<file path="src/rtl/wr_mem_mc_if.sv">
// Memory-controller write port: command channel plus write-data FIFO.
// The engine drives it through the master modport; the controller model or
// the real controller sits on the slave side.
interface wr_mem_mc_if #(
   parameter int DW = 128
);
   logic          cmd_en;
   logic [2:0]    cmd_instr;
   logic [5:0]    cmd_bl;
   logic [29:0]   cmd_byte_addr;
   logic          cmd_full;
   logic          wr_en;
   logic [DW/8-1:0] wr_mask;
   logic [DW-1:0] wr_data;
   logic          wr_full;
   logic [6:0]    wr_count;

   modport master (
      output cmd_en, cmd_instr, cmd_bl, cmd_byte_addr,
      output wr_en, wr_mask, wr_data,
      input  cmd_full, wr_full, wr_count
   );

   modport slave (
      input  cmd_en, cmd_instr, cmd_bl, cmd_byte_addr,
      input  wr_en, wr_mask, wr_data,
      output cmd_full, wr_full, wr_count
   );
endinterface

</file>
<file path="src/rtl/wr_mem_mc.sv">
// Multi-channel DRAM write engine. Picks one of NCH FWFT line FIFOs in
// round-robin order, streams one BL-word burst into the controller write
// FIFO, then issues a single write command addressed {channel, line, segment}.
module wr_mem_mc #(
   parameter int DW     = 128,
   parameter int BL     = 64,
   parameter int NCH    = 2,
   parameter int CH_W   = 1,
   parameter int LINE_W = 11,
   parameter int SEG_W  = 1,
   parameter int COL_W  = 13,
   parameter int CNT_W  = 7
) (
   input  logic                    cmd_clk,
   input  logic                    rst_n,
   input  logic                    calib_done,
   wr_mem_mc_if.master             mcb,
   input  logic                    arb_ok,
   input  logic [NCH-1:0]          ch_en,
   input  logic [NCH*DW-1:0]       ch_data,
   input  logic [NCH-1:0]          ch_empty,
   input  logic [NCH*CNT_W-1:0]    ch_count,
   input  logic [NCH*LINE_W-1:0]   ch_line,
   input  logic [NCH*SEG_W-1:0]    ch_seg,
   output logic [NCH-1:0]          ch_rd_en,
   output logic [NCH-1:0]          done,
   output logic                    busy,
   output logic [7:0]              debug
);

   typedef enum logic [1:0] {
      IDLE = 2'd0,
      WRD  = 2'd1,
      CMD  = 2'd2,
      GAP  = 2'd3
   } state_t;

   localparam int CW          = $clog2(BL + 1);
   localparam int BURST_BYTES = BL * DW / 8;

   state_t             state;
   logic [1:0]         state_bits;
   logic [CH_W-1:0]    grant;
   logic [CH_W-1:0]    rr_ptr;
   logic [LINE_W-1:0]  line_q;
   logic [SEG_W-1:0]   seg_q;
   logic [CW-1:0]      wr_cnt;
   logic               cmd_en_q;
   logic [29:0]        addr_q;
   logic [NCH-1:0]     done_q;

   logic [NCH-1:0]     eligible;
   logic               found;
   logic [CH_W-1:0]    pick;
   logic [LINE_W-1:0]  pick_line;
   logic [SEG_W-1:0]   pick_seg;
   logic [DW-1:0]      sel_data;
   logic               sel_empty;
   logic               push;
   logic [COL_W-1:0]   col;

   // A channel may be granted only when enabled and holding a full burst.
   always_comb begin
      eligible = '0;
      for (int i = 0; i < NCH; i++) begin
         eligible[i] = ch_en[i] && (int'(ch_count[i*CNT_W +: CNT_W]) >= BL);
      end
   end

   // Round-robin search starting at rr_ptr; the first eligible hit wins.
   always_comb begin
      found = 1'b0;
      pick  = '0;
      for (int k = 0; k < NCH; k++) begin
         for (int i = 0; i < NCH; i++) begin
            if (!found && (i == (int'(rr_ptr) + k) % NCH) && eligible[i]) begin
               found = 1'b1;
               pick  = CH_W'(i);
            end
         end
      end
   end

   // Head-burst line and segment of the candidate channel, latched on grant.
   always_comb begin
      pick_line = '0;
      pick_seg  = '0;
      for (int i = 0; i < NCH; i++) begin
         if (int'(pick) == i) begin
            pick_line = ch_line[i*LINE_W +: LINE_W];
            pick_seg  = ch_seg[i*SEG_W +: SEG_W];
         end
      end
   end

   // Data and empty flag of the currently granted channel.
   always_comb begin
      sel_data  = '0;
      sel_empty = 1'b1;
      for (int i = 0; i < NCH; i++) begin
         if (int'(grant) == i) begin
            sel_data  = ch_data[i*DW +: DW];
            sel_empty = ch_empty[i];
         end
      end
   end

   // A word moves only while bursting, with source data present and sink room.
   always_comb begin
      push = (state == WRD) && calib_done && !sel_empty && !mcb.wr_full &&
             (int'(wr_cnt) < BL);
   end

   // Pop only the granted channel, in lockstep with the write-FIFO push.
   always_comb begin
      ch_rd_en = '0;
      for (int i = 0; i < NCH; i++) begin
         ch_rd_en[i] = push && (int'(grant) == i);
      end
   end

   // Byte column of the burst within the line: segment times burst size.
   always_comb begin
      col = COL_W'(int'(seg_q) * BURST_BYTES);
   end

   // Burst sequencer: grant, stream words, wait for command slot, one idle gap.
   always_ff @(posedge cmd_clk or negedge rst_n) begin
      if (!rst_n) begin
         state    <= IDLE;
         grant    <= '0;
         rr_ptr   <= '0;
         line_q   <= '0;
         seg_q    <= '0;
         wr_cnt   <= '0;
         cmd_en_q <= 1'b0;
         addr_q   <= '0;
         done_q   <= '0;
      end else if (!calib_done) begin
         state    <= IDLE;
         grant    <= '0;
         rr_ptr   <= '0;
         line_q   <= '0;
         seg_q    <= '0;
         wr_cnt   <= '0;
         cmd_en_q <= 1'b0;
         addr_q   <= '0;
         done_q   <= '0;
      end else begin
         cmd_en_q <= 1'b0;
         done_q   <= '0;
         case (state)
            IDLE: begin
               if (found && (mcb.wr_count == 7'd0)) begin
                  grant  <= pick;
                  line_q <= pick_line;
                  seg_q  <= pick_seg;
                  wr_cnt <= '0;
                  state  <= WRD;
               end
            end
            WRD: begin
               if (push) begin
                  wr_cnt <= wr_cnt + CW'(1);
               end
               if (int'(wr_cnt) == BL) begin
                  state <= CMD;
               end
            end
            CMD: begin
               if (!mcb.cmd_full && arb_ok && (int'(mcb.wr_count) >= BL)) begin
                  cmd_en_q <= 1'b1;
                  addr_q   <= 30'({grant, line_q, col});
                  for (int i = 0; i < NCH; i++) begin
                     done_q[i] <= (int'(grant) == i);
                  end
                  rr_ptr   <= (int'(grant) == NCH - 1) ? '0 : grant + CH_W'(1);
                  state    <= GAP;
               end
            end
            GAP: begin
               state <= IDLE;
            end
            default: begin
               state <= IDLE;
            end
         endcase
      end
   end

   assign state_bits        = state;
   assign mcb.cmd_en        = cmd_en_q;
   assign mcb.cmd_instr     = 3'd2;
   assign mcb.cmd_bl        = 6'(BL - 1);
   assign mcb.cmd_byte_addr = addr_q;
   assign mcb.wr_en         = push;
   assign mcb.wr_mask       = '0;
   assign mcb.wr_data       = sel_data;
   assign done              = done_q;
   assign busy              = (state != IDLE);
   assign debug             = {3'(grant), mcb.wr_full, mcb.cmd_full, push, state_bits};

endmodule

</file>
<file path="src/flat_wrapper.sv">
// flat-port wrapper written by rule: the top's interface ports become plain ports
module wr_mem_mc_flat 
#(
   parameter int DW     = 128,
   parameter int BL     = 64,
   parameter int NCH    = 2,
   parameter int CH_W   = 1,
   parameter int LINE_W = 11,
   parameter int SEG_W  = 1,
   parameter int COL_W  = 13,
   parameter int CNT_W  = 7
)
  (cmd_clk, rst_n, calib_done, arb_ok, ch_en, ch_data, ch_empty, ch_count, ch_line, ch_seg, ch_rd_en, done, busy, debug, mcb_cmd_en, mcb_cmd_instr, mcb_cmd_bl, mcb_cmd_byte_addr, mcb_wr_en, mcb_wr_mask, mcb_wr_data, mcb_cmd_full, mcb_wr_full, mcb_wr_count);
  wr_mem_mc_if #(.DW(DW)) mcb_i ();
  input  logic cmd_clk;
  input  logic rst_n;
  input  logic calib_done;
  input  logic arb_ok;
  input  logic [NCH-1:0] ch_en;
  input  logic [NCH*DW-1:0] ch_data;
  input  logic [NCH-1:0] ch_empty;
  input  logic [NCH*CNT_W-1:0] ch_count;
  input  logic [NCH*LINE_W-1:0] ch_line;
  input  logic [NCH*SEG_W-1:0] ch_seg;
  output logic [NCH-1:0] ch_rd_en;
  output logic [NCH-1:0] done;
  output logic busy;
  output logic [7:0] debug;
  output wire logic [$bits(mcb_i.cmd_en)-1:0] mcb_cmd_en;
  output wire logic [$bits(mcb_i.cmd_instr)-1:0] mcb_cmd_instr;
  output wire logic [$bits(mcb_i.cmd_bl)-1:0] mcb_cmd_bl;
  output wire logic [$bits(mcb_i.cmd_byte_addr)-1:0] mcb_cmd_byte_addr;
  output wire logic [$bits(mcb_i.wr_en)-1:0] mcb_wr_en;
  output wire logic [$bits(mcb_i.wr_mask)-1:0] mcb_wr_mask;
  output wire logic [$bits(mcb_i.wr_data)-1:0] mcb_wr_data;
  input wire logic [$bits(mcb_i.cmd_full)-1:0] mcb_cmd_full;
  input wire logic [$bits(mcb_i.wr_full)-1:0] mcb_wr_full;
  input wire logic [$bits(mcb_i.wr_count)-1:0] mcb_wr_count;
  assign mcb_cmd_en = mcb_i.cmd_en;
  assign mcb_cmd_instr = mcb_i.cmd_instr;
  assign mcb_cmd_bl = mcb_i.cmd_bl;
  assign mcb_cmd_byte_addr = mcb_i.cmd_byte_addr;
  assign mcb_wr_en = mcb_i.wr_en;
  assign mcb_wr_mask = mcb_i.wr_mask;
  assign mcb_wr_data = mcb_i.wr_data;
  assign mcb_i.cmd_full = mcb_cmd_full;
  assign mcb_i.wr_full = mcb_wr_full;
  assign mcb_i.wr_count = mcb_wr_count;
  wr_mem_mc #(.DW(DW), .BL(BL), .NCH(NCH), .CH_W(CH_W), .LINE_W(LINE_W), .SEG_W(SEG_W), .COL_W(COL_W), .CNT_W(CNT_W)) u_core (.cmd_clk(cmd_clk), .rst_n(rst_n), .calib_done(calib_done), .mcb(mcb_i), .arb_ok(arb_ok), .ch_en(ch_en), .ch_data(ch_data), .ch_empty(ch_empty), .ch_count(ch_count), .ch_line(ch_line), .ch_seg(ch_seg), .ch_rd_en(ch_rd_en), .done(done), .busy(busy), .debug(debug));
endmodule
</file>
<file path="config.mk">
export PLATFORM = sky130hd
export DESIGN_NAME = wr_mem_mc_flat
export DESIGN_NICKNAME = d
export VERILOG_FILES = /design/src/rtl/wr_mem_mc_if.sv /design/src/rtl/wr_mem_mc.sv /design/src/flat_wrapper.sv
export SDC_FILE = /design/constraint.sdc
export NUM_CORES = 1
export LEC_CHECK = 0
export CORE_AREA = 2 2 199 201
export CTS_CLUSTER_DIAMETER = 100
export DETAILED_ROUTE_END_ITERATION = 12
export DIE_AREA = 0 0 201 203
export PLACE_DENSITY = 0.45
export SYNTH_ARGS = -nofsm -noshare
export SYNTH_HDL_FRONTEND = slang
export SYNTH_SLANG_ARGS = --single-unit
</file>
<file path="constraint.sdc">
create_clock -name cmd_clk -period 2.9 [get_ports cmd_clk]
set_input_delay 0.29 -clock cmd_clk [delete_from_list [all_inputs] [get_ports cmd_clk]]
set_output_delay 0.29 -clock cmd_clk [all_outputs]
set_load 0.01 [all_outputs]
</file>
# ---- Yosys cells after proc, flatten, opt, wreduce, memory -nomap -nowiden
# Cells that the tools add are included.
dict set report totals {
  elab_cells 107
  reg_bits 56
  in_bits 311
}
dict set report op_classes {
  n_reduce_logical 33
  magnitude_cmp 4
  bitwise 2
  addsub 3
  n_mux 42
  n_eq_ne 14
}
# operator n
set ops {}
lappend ops {{$mux 128} 1}
lappend ops {{$mux 30} 3}
lappend ops {{$logic_not 32->1} 2}
lappend ops {{$mux 11} 4}
lappend ops {{$mux 1} 22}
lappend ops {{$ge 7x7->1 const B} 3}
lappend ops {{$mux 7} 3}
lappend ops {{$logic_and 1x1->1} 18}
lappend ops {{$mux 2} 7}
lappend ops {{$pmux 7 s2} 1}
lappend ops {{$ne 3x2->1 const B} 3}
lappend ops {{$ne 2x1->1 const B} 4}
lappend ops {{$pmux 2 s4} 1}
lappend ops {{$add 7x1->7 const B} 1}
lappend ops {{$eq 7x7->1 const B} 1}
lappend ops {{$logic_not 7->1} 1}
lappend ops {{$lt 7x7->1 const B} 1}
lappend ops {{$logic_not 1->1} 6}
lappend ops {{$reduce_and 3->1} 2}
lappend ops {{$eq 2x2->1 const B} 2}
lappend ops {{$reduce_and 2->1} 2}
lappend ops {{$ne 3x1->1 const B} 1}
lappend ops {{$ne 3x3->1 const B} 1}
lappend ops {{$add 1x1->1 const B} 2}
lappend ops {{6 further kinds} 6}

# ---- Logic depth before layout (Yosys ltp)
# Gate-level depths: netlist of the first run.
dict set report depth {
  ltp_word 20
  mapped_depth 8
}

# ---- Worst setup path before layout of the first run
# OpenSTA, ideal clock, no wires.
dict set report synth_path {
  path_type {register to output}
  startpoint {reg u_core.state[1]}
  endpoint {out ch_rd_en[1]}
  t_arrival_ns 1.590
  stages_incl_launch_ff 6
  n_path_buf 0
  path_slack_ns 1.020
  cell_sequence {dfrtp_1 -> inv_1 -> ha_1 -> nand2_1 -> or3_1 -> nor3b_1}
}
dict set report synth_via {
  elab_chain_cells 6
}
# item line_no
set synth_rtl {}
lappend synth_rtl {{from (decl)} wr_mem_mc.sv:41} ;# state_t state;
lappend synth_rtl {{from (signal assigned)} wr_mem_mc.sv:130} ;# state <= IDLE;
lappend synth_rtl {{from (signal assigned)} wr_mem_mc.sv:140} ;# state <= IDLE;
lappend synth_rtl {{from (signal assigned)} wr_mem_mc.sv:159} ;# state <= WRD;
lappend synth_rtl {{$eq 2x1->1} wr_mem_mc.sv:110} ;# push = (state == WRD) && calib_done && !sel_empty && !mcb.wr_full &&
lappend synth_rtl {{$logic_and 1x1->1 (4 in series)} wr_mem_mc.sv:110}
lappend synth_rtl {{$logic_and 1x1->1} wr_mem_mc.sv:118} ;# ch_rd_en[i] = push && (int'(grant) == i);
lappend synth_rtl {{to (decl)} flat_wrapper.sv:25} ;# output logic [NCH-1:0] ch_rd_en;
# No other way between the ends.

# ---- Final worst setup path of the first run
dict set report layout_path {
  startpoint {reg u_core.grant}
  endpoint {out mcb_wr_data[89]}
}
dict set report layout_via {
  elab_chain_cells 1
}
# item line_no
set layout_rtl {}
lappend layout_rtl {{from (decl)} wr_mem_mc.sv:43} ;# logic [CH_W-1:0] grant;
lappend layout_rtl {{from (signal assigned)} wr_mem_mc.sv:155} ;# grant <= pick;
lappend layout_rtl {{$mux 128} wr_mem_mc.sv:101} ;# if (int'(grant) == i) begin
lappend layout_rtl {{to (decl)} flat_wrapper.sv:35} ;# output wire logic [$bits(mcb_i.wr_data)-1:0] mcb_wr_data;
# No other way between the ends.

==> out/qor.log, run 1 <==
qor: status.status finished, final reports clean
qor: placement.dp_hpwl 22950 um
qor: clocking.cts_root_buf sky130_fd_sc_hd__clkbuf_16
qor: floorplan.die_width 201 um
qor: timing.worst-slew-pin-transition 819.4 ps
qor: cells_and_area.final_common_cell sky130_fd_sc_hd__clkdlybuf4s50_1
qor: cells_and_area.insertedDiodeCount 0
qor: flow_run.cap_viol_max_count 0
qor: timing.finClkSkew 9.633 ps
qor: clocking.cts_resized 0
qor: setup_path.cp.required 2610 ps
qor: placement.place.gp.congestion 0.7517
qor: pwr.p_per_area 296.2 nW/um^2
qor: pwr.peakVddDrop 0.0001843 V
qor: setup_path.timing_worst_setup_path_type reg2out
qor: logic_synthesis.async_reset_ff_share 100.0%
qor: cells_and_area.multi_input_comb_area 2611 sq um
qor: logic_synthesis.synth-seq-area-share 24.82%
qor: logic_synthesis.dominantRegCellSynth sky130_fd_sc_hd__dfrtp_1
qor: timing.final_slew_viol_count 0
qor: floorplan.chipHeight 203 um
qor: cells_and_area.layout.nets 1155
qor: clocking.htree_levels 2
qor: logic_synthesis.synth.yosys.warnings 0
qor: placement.portBuffers 452
qor: cells_and_area.sequential_cell_area 979.7 sq um
qor: logic_synthesis.synthesis.area_per_instance 9.956 sq um
qor: grt.grt_pass1_vias 4900
qor: grt.grt_start_max_net_pins 52
qor: setup_path.timing.critical_path.max_delay_family buffers and inverters
qor: cells_and_area.n_fill_cell 4217
qor: clocking.cts.repair_timing.setup_buffer_count 0
qor: floorplan.fp.dieArea 40800 sq um
qor: timing.timing.final.crit_share 92.02%
qor: pwr.leakagePower 3.428 nW
qor: clocking.clock-sinks 39
qor: clocking.ctsLongestPathBuffers 2
qor: setup_path.setup.worst_path.start_class flop
qor: clocking.cts_buffers 5
qor: cells_and_area.syn_to_final_growth 131.7%
qor: logic_synthesis.synth.ff_latch_count 39
qor: grt.global_route.overflow_total 0
qor: floorplan.floorplan.initialDensity 10.22%
qor: setup_path.worstPathCellList buf_12 > buf_12 > mux2_2 > clkdlybuf4s50_1
qor: cells_and_area.drive_above_1_share 19.64%
qor: timing.timing_hold_violations_final 0
qor: setup_path.worst-path-max-fanout 51
qor: grt.grt_antenna_before_repair 0
qor: timing.grt_setup_unrepaired false
qor: clocking.clk_pin_slew 70 ps
qor: drt.drt_iter0_drc 144
qor: timing.timing.final.setup_violations 0
qor: setup_path.crit_path_top_delay_cell sky130_fd_sc_hd__clkdlybuf4s50_1
qor: drt.drt-pass1-iter-count 4
qor: logic_synthesis.ys_types 45
qor: timing.final.setup.tns 0 ps
qor: floorplan.fp-row-count 72
qor: setup_path.crit_path_end_kind output port
qor: drt.route.detailed.drc 0
qor: timing.timing.max_slew.rel_slack 45.20%
qor: logic_synthesis.number_of_synthesized_flops_with_an_enable_pin 0
qor: timing.achievable-frequency 374.7 MHz
qor: drt.num_vias 4525
qor: timing.fin_crit 2669 ps
qor: drt.drt_wl_total 25640 um
qor: floorplan.ios 509
qor: setup_path.critPathArrivalTime 2380 ps
qor: setup_path.worst_path_largest_cell_delay 610 ps
qor: floorplan.core 38470 sq um
qor: drt.detail_route.wl_per_cell 18.88 um
qor: setup_path.cp_most_frequent_cell sky130_fd_sc_hd__buf_12
qor: cells_and_area.most-common-layout-cells sky130_fd_sc_hd__clkdlybuf4s50_1 (451), sky130_fd_sc_hd__mux2_2 (128), sky130_fd_sc_hd__nand2_1 (46)
qor: cells_and_area.fin_util 23.69%
qor: min_path.min_path_type reg2reg
qor: clocking.clk_latency 290 ps
qor: grt.grt_first_pass_wirelength 34800 um
qor: logic_synthesis.synthesis.instances 395
qor: drt.post_drt_via_cell_ratio 3.332
qor: setup_path.worst-path-buf-inv 3
qor: clocking.clock_tree_from_tritoncts done
qor: grt.gr-usage-all-layers 11.77%
qor: logic_synthesis.mappedNetlistArea 3933 sq um
qor: drt.antenna_violating_nets_post_route 0
repair_timing:
item	4_1_cts	5_1_grt
hold buffers	1	0
setup endpoints to repair	0	0
endpoints found under the hold margin	18	0
Yosys cell counts, types with 2 or more instances:
cell type                  count  area [sq um]
sky130_fd_sc_hd__mux2i_1      14         140.1
sky130_fd_sc_hd__conb_1        2         7.510
sky130_fd_sc_hd__o21ai_1       3         15.01
sky130_fd_sc_hd__buf_2         9         45.04
sky130_fd_sc_hd__clkbuf_1     14         52.55
sky130_fd_sc_hd__dfrtp_1      39         975.9
sky130_fd_sc_hd__a31oi_1       2         12.51
sky130_fd_sc_hd__mux2_2      128          1441
sky130_fd_sc_hd__a21oi_1      14         70.07
sky130_fd_sc_hd__nor3_1        2         10.01
sky130_fd_sc_hd__ha_1          5         62.56
sky130_fd_sc_hd__inv_1         9         33.78
sky130_fd_sc_hd__o31ai_1      20         150.1
sky130_fd_sc_hd__nor4_4        2         42.54
sky130_fd_sc_hd__nand2_1      46         172.7
sky130_fd_sc_hd__buf_4        49         367.9
sky130_fd_sc_hd__nand3_1       5         25.02
sky130_fd_sc_hd__nor2_1        5         18.77
metal layers:
metal | wire length [um] | up-vias | global-route usage [%]
met2 | 14270 | 204 | 23.10
met1 | 9711 | 2106 | 13.14
li1 | - | 2203 | -
met3 | 1395 | 12 | 2.199
met5 | 0 | - | 0
met4 | 259 | 0 | 2.169
state kept, by name, summed over array words and instances, names as in the netlist:
register                  count
u_core.done                   2
u_core.grant                  1
u_core.line_q                11
u_core.mcb.cmd_byte_addr     13
u_core.mcb.cmd_en             1
u_core.rr_ptr                 1
u_core.seg_q                  1
u_core.state                  2
u_core.wr_cnt                 7
area by class of cell:
class | instances | area share, %
Clock buffer | 5 | 1.373
Clock inverter | 3 | 0.5081
Inverter | 9 | 0.3708
Multi-Input combinational cell | 316 | 28.66
Sequential cell | 39 | 10.75
Tap cell | 518 | 7.113
Timing Repair Buffer | 468 | 51.22
report_power, final:
part | switching [mW] | total [mW] | internal, mW
registers | 0.0271 | 0.601 | 0.574
clock network | 0.240 | 0.649 | 0.409
logic | 0.587 | 1.45 | 0.863
total | 0.853 | 2.70 | 1.85
worst min-delay path, cell delays in order, from the launching register on:
cell and delay, ps:
sky130_fd_sc_hd__dfrtp_1 340, sky130_fd_sc_hd__nand2_1 50, sky130_fd_sc_hd__o31ai_1 50
per-stage QoR:
| step | cell area (sq um) | worst slack [ps] | total power, mW | cells | hold slack [ps] |
|---|---|---|---|---|---|
| after CTS | 9111 | 182.5 | 2.762 | 1358 | 483.7 |
| after floorplan | 4090 | 1020 | 1.192 | 437 | -5.591 |
| after detailed placement | 8930 | 424.9 | 2.082 | 1349 | 289.4 |
| after global placement | 8930 | 400.1 | 2.076 | 1349 | 293.7 |
| after global routing | 9111 | 142.0 | 2.847 | 1358 | 501.6 |
| final | 9111 | 231.5 | 2.699 | 1358 | 481.8 |
logic make-up after synthesis:
| group | after synthesis | synth area share, % |
|---|---|---|
| other | 2 | 0.1910 |
| and+or+nand+nor | 75 | 9.864 |
| muxes | 143 | 40.60 |
| DFF | 39 | 24.82 |
| AOI/OAI and AO/OA | 49 | 10.15 |
| adders and majority gates | 5 | 1.591 |
| buffers and inverters | 82 | 12.79 |
final timing paths:
check	start	to	slack (ps)	cells after the start
max	u_core.grant	mcb_wr_data[89]	230	4
min	u_core.line_q[6]	u_core.line_q[6]	480	2
max reg2reg	u_core.state[0]	u_core.state[1]	870	6
min reg2reg	u_core.line_q[6]	u_core.line_q[6]	480	2
max in group asynchronous	rst_n	u_core.rr_ptr	1820	3
min in group asynchronous	rst_n	u_core.grant	530	2
(Power assumes the default switching activity.)
==> run 2, diff against run 1 <==
Settings changed: REMOVE_ABC_BUFFERS set to 1.
==> out/qor.log, run 2 (same netlist as run 1, synthesis figures left out) <==
qor: grt.gr-usage-all-layers 14.00% [was 11.77%]
qor: grt.global_route.overflow_total 0 [unchanged]
qor: clocking.ctsLongestPathBuffers 2 [unchanged]
qor: setup_path.crit_path_top_delay_cell sky130_fd_sc_hd__clkdlybuf4s50_1 [unchanged]
qor: pwr.p_per_area 302.4 nW/um^2 [was 296.2 nW/um^2]
qor: clocking.cts_hold_repair.buffers 0 [was 1]
qor: cells_and_area.layout.nets 1149 [was 1155]
qor: setup_path.timing_worst_setup_path_type reg2out [unchanged]
qor: clocking.cts.repair_timing.setup_buffer_count 0 [unchanged]
qor: floorplan.fp.dieArea 40800 sq um [unchanged]
qor: pwr.peakVddDrop 0.0002268 V [was 0.0001843 V]
qor: timing.worst-slew-pin-transition 945.1 ps [was 819.4 ps]
qor: pwr.power 2.740 mW [was 2.699 mW]
qor: setup_path.setup.worst_path.start_class flop [unchanged]
qor: cells_and_area.insertedDiodeCount 0 [unchanged]
qor: cells_and_area.drive_above_1_share 19.18% [was 19.64%]
qor: placement.portBuffers 452 [unchanged]
qor: clocking.cts_root_buf sky130_fd_sc_hd__clkbuf_16 [unchanged]
qor: grt.grt_first_pass_wirelength 39790 um [was 34800 um]
qor: floorplan.core 38470 sq um [unchanged]
qor: cells_and_area.final_common_cell sky130_fd_sc_hd__clkdlybuf4s50_1 [unchanged]
qor: drt.post_drt_via_cell_ratio 3.379 [was 3.332]
qor: timing.timing.final.setup_violations 0 [unchanged]
qor: timing.timing.final.crit_share 91.90% [was 92.02%]
qor: timing.final.setup.tns 0 ps [unchanged]
qor: status.status finished, final reports clean [unchanged]
qor: timing.timing.max_slew.rel_slack 37.00% [was 45.20%]
qor: placement.place.gp.congestion 0.8044 [was 0.7517]
qor: drt.route.detailed.drc 0 [unchanged]
qor: timing.grt_setup_unrepaired false [unchanged]
qor: clocking.clock-sinks 39 [unchanged]
qor: floorplan.ios 509 [unchanged]
qor: setup_path.crit_path_end_kind output port [unchanged]
qor: setup_path.worstPathCellList inv_1 > ha_1 > nand2_1 > or3_1 > nor3b_1 > clkdlybuf4s50_1 [was buf_12 > buf_12 > mux2_2 > clkdlybuf4s50_1]
qor: cells_and_area.fin_util 23.56% [was 23.69%]
qor: floorplan.fp-row-count 72 [unchanged]
qor: clocking.clk_latency 290 ps [about the same]
qor: clocking.cts_buffers 5 [unchanged]
qor: drt.antenna_violating_nets_post_route 0 [unchanged]
qor: timing.finClkSkew 4.040 ps [was 9.633 ps]
qor: floorplan.die_width 201 um [unchanged]
qor: grt.grt_pass1_vias 5056 [was 4900]
qor: clocking.clk_pin_slew 60 ps [was 70 ps]
qor: cells_and_area.number_of_flip_flops_in_the_largest_register 13 [unchanged]
qor: setup_path.cp.required 2610 ps [about the same]
qor: timing.final_slew_viol_count 0 [unchanged]
qor: drt.drt_wl_total 29470 um [was 25640 um]
qor: grt.grt_antenna_before_repair 0 [unchanged]
qor: clocking.clock_tree_from_tritoncts done [unchanged]
qor: min_path.min_path_type in2async [was reg2reg]
qor: floorplan.chipHeight 203 um [unchanged]
qor: setup_path.worst-path-max-fanout 5 [was 51]
qor: timing.timing_hold_violations_final 0 [unchanged]
qor: flow_run.cap_viol_max_count 0 [unchanged]
qor: drt.detail_route.wl_per_cell 21.80 um [was 18.88 um]
qor: placement.dp_hpwl 26800 um [was 22950 um]
qor: floorplan.floorplan.initialDensity 10.22% [unchanged]
qor: cells_and_area.syn_to_final_growth 130.4% [was 131.7%]
qor: drt.num_vias 4568 [was 4525]
qor: timing.achievable-frequency 375.2 MHz [was 374.7 MHz]
qor: clocking.htree_levels 2 [unchanged]
qor: timing.fin_crit 2665 ps [was 2669 ps]
qor: setup_path.worst_path_largest_cell_delay 600 ps [was 610 ps]
qor: drt.drt-pass1-iter-count 4 [unchanged]
qor: grt.grt_start_max_net_pins 44 [was 52]
qor: clocking.cts_resized 0 [unchanged]
qor: pwr.leakagePower 3.402 nW [was 3.428 nW]
qor: cells_and_area.most-common-layout-cells sky130_fd_sc_hd__clkdlybuf4s50_1 (451), sky130_fd_sc_hd__mux2_2 (128), sky130_fd_sc_hd__nand2_1 (46) [unchanged]
qor: drt.drt_iter0_drc 238 [was 144]
qor: setup_path.critPathArrivalTime 2380 ps [about the same]
## run 2: cell types whose count changed in the layout (fill, tap and decap cells not counted), sizes merged
| cell | delta |
|---|---|
| buf | -5 |
| clkinv | +2 |
| dlygate4sd3 | -1 |
| clkinvlp | -1 |
| inv | -1 |
## run 2: path summary, 6_finish.rpt
kind	from	to	slack (ps)	cells past startpoint
setup / recovery	u_core.state[1]	ch_rd_en[1]	230	6
hold / removal	rst_n	u_core.line_q[4]	150	1
setup reg to reg	u_core.state[0]	u_core.state[1]	880	6
hold reg to reg	u_core.line_q[1]	u_core.line_q[1]	480	2
max in group asynchronous	rst_n	u_core.grant	2060	1
min in group cmd_clk	u_core.line_q[1]	u_core.line_q[1]	480	2
## run 2: metrics by stage
| step | area, sq um | cells | setup slack, ps | hold WS [ps] |
|---|---|---|---|---|
| after floorplan | 3621 | 364 | -1366 | -5.591 |
| after global placement | 8892 | 1344 | 469.7 | 460.7 |
| after detailed placement | 8892 | 1344 | 471.2 | 466.4 |
| after CTS | 9061 | 1352 | 180.3 | 192.6 |
| after global routing | 9061 | 1352 | 91.53 | 216.7 |
| final | 9061 | 1352 | 234.8 | 151.3 |
## run 2: layout make-up
class	instances	area, sq um
Sequential cell	39	979.7
Timing Repair Buffer	462	4619
Multi-Input combinational cell	316	2611
Clock inverter	3	43.79
Tap cell	518	648.1
Clock buffer	5	125.1
Fill cell	4206	29410
Inverter	9	33.78
## run 2: worst max-delay path: cells and delay by family (launching register included)
| kind | cells | cell delay [ps] |
|---|---|---|
| buf+inv | 2 | 700 |
| fa+ha+maj | 1 | 270 |
| flops | 1 | 410 |
| simple gates | 3 | 700 |
## run 2: where the power goes
group	total [mW]	internal, mW	switching [mW]
Clock	0.642	0.406	0.236
Sequential	0.600	0.574	0.0259
Combinational	1.50	0.858	0.640
Total	2.74	1.84	0.902
## run 2: routing by layer
metal / wire length (um) / up-vias / global-route usage, %
met5: 0 / - / 0
met4: 131 / 0 / 1.693
met3: 4447 / 6 / 7.865
met2: 13700 / 234 / 23.20
met1: 11200 / 2138 / 16.16
li1: - / 2190 / -
==> run 3, diff against run 2 <==
Settings changed: RECOVER_POWER set to 25.
==> out/qor.log, run 3 (same netlist as run 1, synthesis figures left out) <==
qor: placement.placed_cell_area 8892 sq um [unchanged]
qor: timing.timing.final.crit_share 91.79% [was 91.90%]
qor: clocking.clock-sinks 39 [unchanged]
qor: clocking.clk_pin_slew 60 ps [about the same]
qor: drt.route.detailed.drc 0 [unchanged]
qor: pwr.p_per_area 301.8 nW/um^2 [was 302.4 nW/um^2]
qor: grt.grt.met2_usage 23.20% [unchanged]
qor: drt.antenna_violating_nets_post_route 0 [unchanged]
qor: drt.detail_route.wl_per_cell 21.79 um [was 21.80 um]
qor: grt.gr-usage-all-layers 14.00% [unchanged]
qor: timing.achievable-frequency 375.7 MHz [was 375.2 MHz]
qor: cells_and_area.n_fill_cell 4207 [was 4206]
qor: cells_and_area.fin_area 9060 sq um [was 9061 sq um]
qor: timing.worst-slew-pin-transition 2265 ps [was 945.1 ps]
qor: grt.grt_first_pass_wirelength 39790 um [unchanged]
qor: timing.finClkSkew 4.058 ps [was 4.040 ps]
qor: flow_run.cap_viol_max_count 1 [was 0]
qor: grt.groute.layer.met3.usage 7.865% [unchanged]
qor: pwr.internal_power 1.833 mW [was 1.838 mW]
qor: floorplan.core 38470 sq um [unchanged]
qor: clocking.cts_root_buf sky130_fd_sc_hd__clkbuf_16 [unchanged]
qor: timing.smallest_hold_slack 476.9 ps [was 151.3 ps]
qor: pwr.peakVddDrop 0.0002267 V [was 0.0002268 V]
qor: timing.final_slew_viol_count 40 [was 0]
qor: drt.num_vias 4568 [unchanged]
qor: cells_and_area.layout.nets 1149 [unchanged]
qor: placement.portBuffers 452 [unchanged]
qor: clocking.clk_latency 290 ps [about the same]
qor: min_path.min_path_type reg2reg [was in2async]
qor: grt.grt_start_max_net_pins 44 [unchanged]
qor: setup_path.critPathArrivalTime 2370 ps [was 2380 ps]
qor: timing.final.setup.tns 0 ps [unchanged]
qor: clocking.cts_hold_repair.buffers 0 [unchanged]
qor: timing.fin_crit 2662 ps [was 2665 ps]
qor: cells_and_area.most-common-layout-cells sky130_fd_sc_hd__clkdlybuf4s50_1 (432), sky130_fd_sc_hd__mux2_2 (128), sky130_fd_sc_hd__nand2_1 (46) [was sky130_fd_sc_hd__clkdlybuf4s50_1 (451), sky130_fd_sc_hd__mux2_2 (128), sky130_fd_sc_hd__nand2_1 (46)]
qor: floorplan.fp.dieArea 40800 sq um [unchanged]
qor: cells_and_area.final_common_cell sky130_fd_sc_hd__clkdlybuf4s50_1 [unchanged]
qor: setup_path.cp.required 2610 ps [about the same]
qor: grt.global_route.overflow_total 0 [unchanged]
qor: status.status complete, but fails checks [was finished, final reports clean]
qor: timing.grt_setup_unrepaired false [unchanged]
qor: grt.met1_usage 16.16% [unchanged]
qor: floorplan.floorplan.initialDensity 10.22% [unchanged]
qor: status.failed_checks capacitance limit, slew limit
qor: clocking.clock_tree_from_tritoncts done [unchanged]
qor: pwr.leakagePower 3.463 nW [was 3.402 nW]
qor: setup_path.regToRegSetupSlack 880 ps [about the same]
qor: pwr.power.share.switching 32.97% [was 32.93%]
qor: placement.dp_hpwl 26800 um [unchanged]
qor: cells_and_area.post_layout_nonfiller_instances 1352 [unchanged]
qor: pwr.switchingPower 901.5 uW [was 902.1 uW]
qor: setup_path.worst-path-max-fanout 5 [unchanged]
qor: drt.drt-pass1-iter-count 4 [unchanged]
qor: grt.grt_pass1_vias 5056 [unchanged]
qor: cells_and_area.syn_to_final_growth 130.4% [about the same]
qor: floorplan.die_width 201 um [unchanged]
qor: clocking.cts.repair_timing.setup_buffer_count 0 [unchanged]
qor: grt.grt_antenna_before_repair 0 [unchanged]
qor: floorplan.ios 509 [unchanged]
qor: drt.drt_iter0_drc 238 [unchanged]
qor: timing.timing.max_slew.rel_slack -51.02% [was 37.00%]
qor: pwr.p_seq_share 21.9% [about the same]
qor: timing.timing.final.setup_violations 0 [unchanged]
qor: pwr.comb_power_share 54.6% [was 54.7%]
qor: clocking.ctsLongestPathBuffers 2 [unchanged]
qor: placement.dp_cells 1344 [unchanged]
qor: grt.top_usage_layer met2 [unchanged]
qor: drt.post_drt_via_cell_ratio 3.379 [unchanged]
qor: floorplan.fp-row-count 72 [unchanged]
qor: cells_and_area.number_of_flip_flops_in_the_largest_register 13 [unchanged]
qor: clocking.htree_levels 2 [unchanged]
qor: clocking.cts_buffers 5 [unchanged]
qor: setup_path.crit_path_end_kind output port [unchanged]
qor: pwr.pwr-share-clk 23.5% [was 23.4%]
qor: setup_path.timing_worst_setup_path_type reg2out [unchanged]
qor: setup_path.setup.worst_path.start_class flop [unchanged]
qor: cells_and_area.insertedDiodeCount 0 [unchanged]
qor: cells_and_area.drive_above_1_share 19.06% [was 19.18%]
qor: clocking.cts_resized 0 [unchanged]
qor: floorplan.chipHeight 203 um [unchanged]
qor: timing.timing_hold_violations_final 0 [unchanged]
qor: placement.place.gp.congestion 0.8044 [unchanged]
qor: drt.drt_wl_total 29470 um [about the same]
==> run 3: cell count changes in the layout (fill, tap and decap cells not counted) <==
cell / before / now
sky130_fd_sc_hd__clkbuf_1: 0 / 1
sky130_fd_sc_hd__dlygate4sd3_1: 0 / 19
sky130_fd_sc_hd__clkdlybuf4s50_1: 451 / 432
sky130_fd_sc_hd__buf_2: 1 / 0
==> run 3: worst max-delay path, cell delays in order (launching register included) <==
cell and delay (ps):
sky130_fd_sc_hd__dfrtp_1 410, sky130_fd_sc_hd__inv_1 100, sky130_fd_sc_hd__ha_1 270, sky130_fd_sc_hd__nand2_1 100, sky130_fd_sc_hd__or3_1 350, sky130_fd_sc_hd__nor3b_1 250, sky130_fd_sc_hd__clkdlybuf4s50_1 600
==> run 3: area by class of cell <==
type / count / area, sq um / share of cell area [%]
Clock inverter: 3 / 43.79 / 0.4834
Timing Repair Buffer: 462 / 4618 / 50.97
Multi-Input combinational cell: 316 / 2611 / 28.82
Sequential cell: 39 / 979.7 / 10.81
Inverter: 9 / 33.78 / 0.3729
Tap cell: 518 / 648.1 / 7.154
Clock buffer: 5 / 125.1 / 1.381
==> run 3: path summary, 6_finish.rpt <==
| path | start | to | cells past startpoint |
|---|---|---|---|
| max | u_core.state[1] | ch_rd_en[1] | 6 |
| min | u_core.line_q[1] | u_core.line_q[1] | 2 |
| max reg2reg | u_core.state[0] | u_core.state[1] | 6 |
| min reg2reg | u_core.line_q[1] | u_core.line_q[1] | 2 |
| max in group asynchronous | rst_n | u_core.grant | 1 |
| min in group asynchronous | rst_n | u_core.mcb.cmd_byte_addr[17] | 1 |
==> run 3: metal layers <==
metal  vias up  share of wire, %
met3         6                15
met1      2137                38
met2       234                46
li1       2191                 -
met4         0              0.44
met5         -                 0
==> run 3: power by group through the flow <==
stage	clock network, mW	logic, mW	registers (mW)
6_report	0.642	1.49	0.599
5_1_grt	0.682	1.61	0.604
4_1_cts	0.664	1.54	0.600
3_5_place_dp	0	1.53	0.610
3_3_place_gp	0	1.52	0.610
2_1_floorplan	0	0.513	0.631
==> run 3: through the flow <==
stage	util, %	setup WS, ps	power, mW
after global placement	23.12	469.7	2.134
final	23.55	238.1	2.734
after global routing	23.55	94.90	2.895
after detailed placement	23.12	471.2	2.139
after floorplan	-	-1366	1.144
after CTS	23.56	180.3	2.800
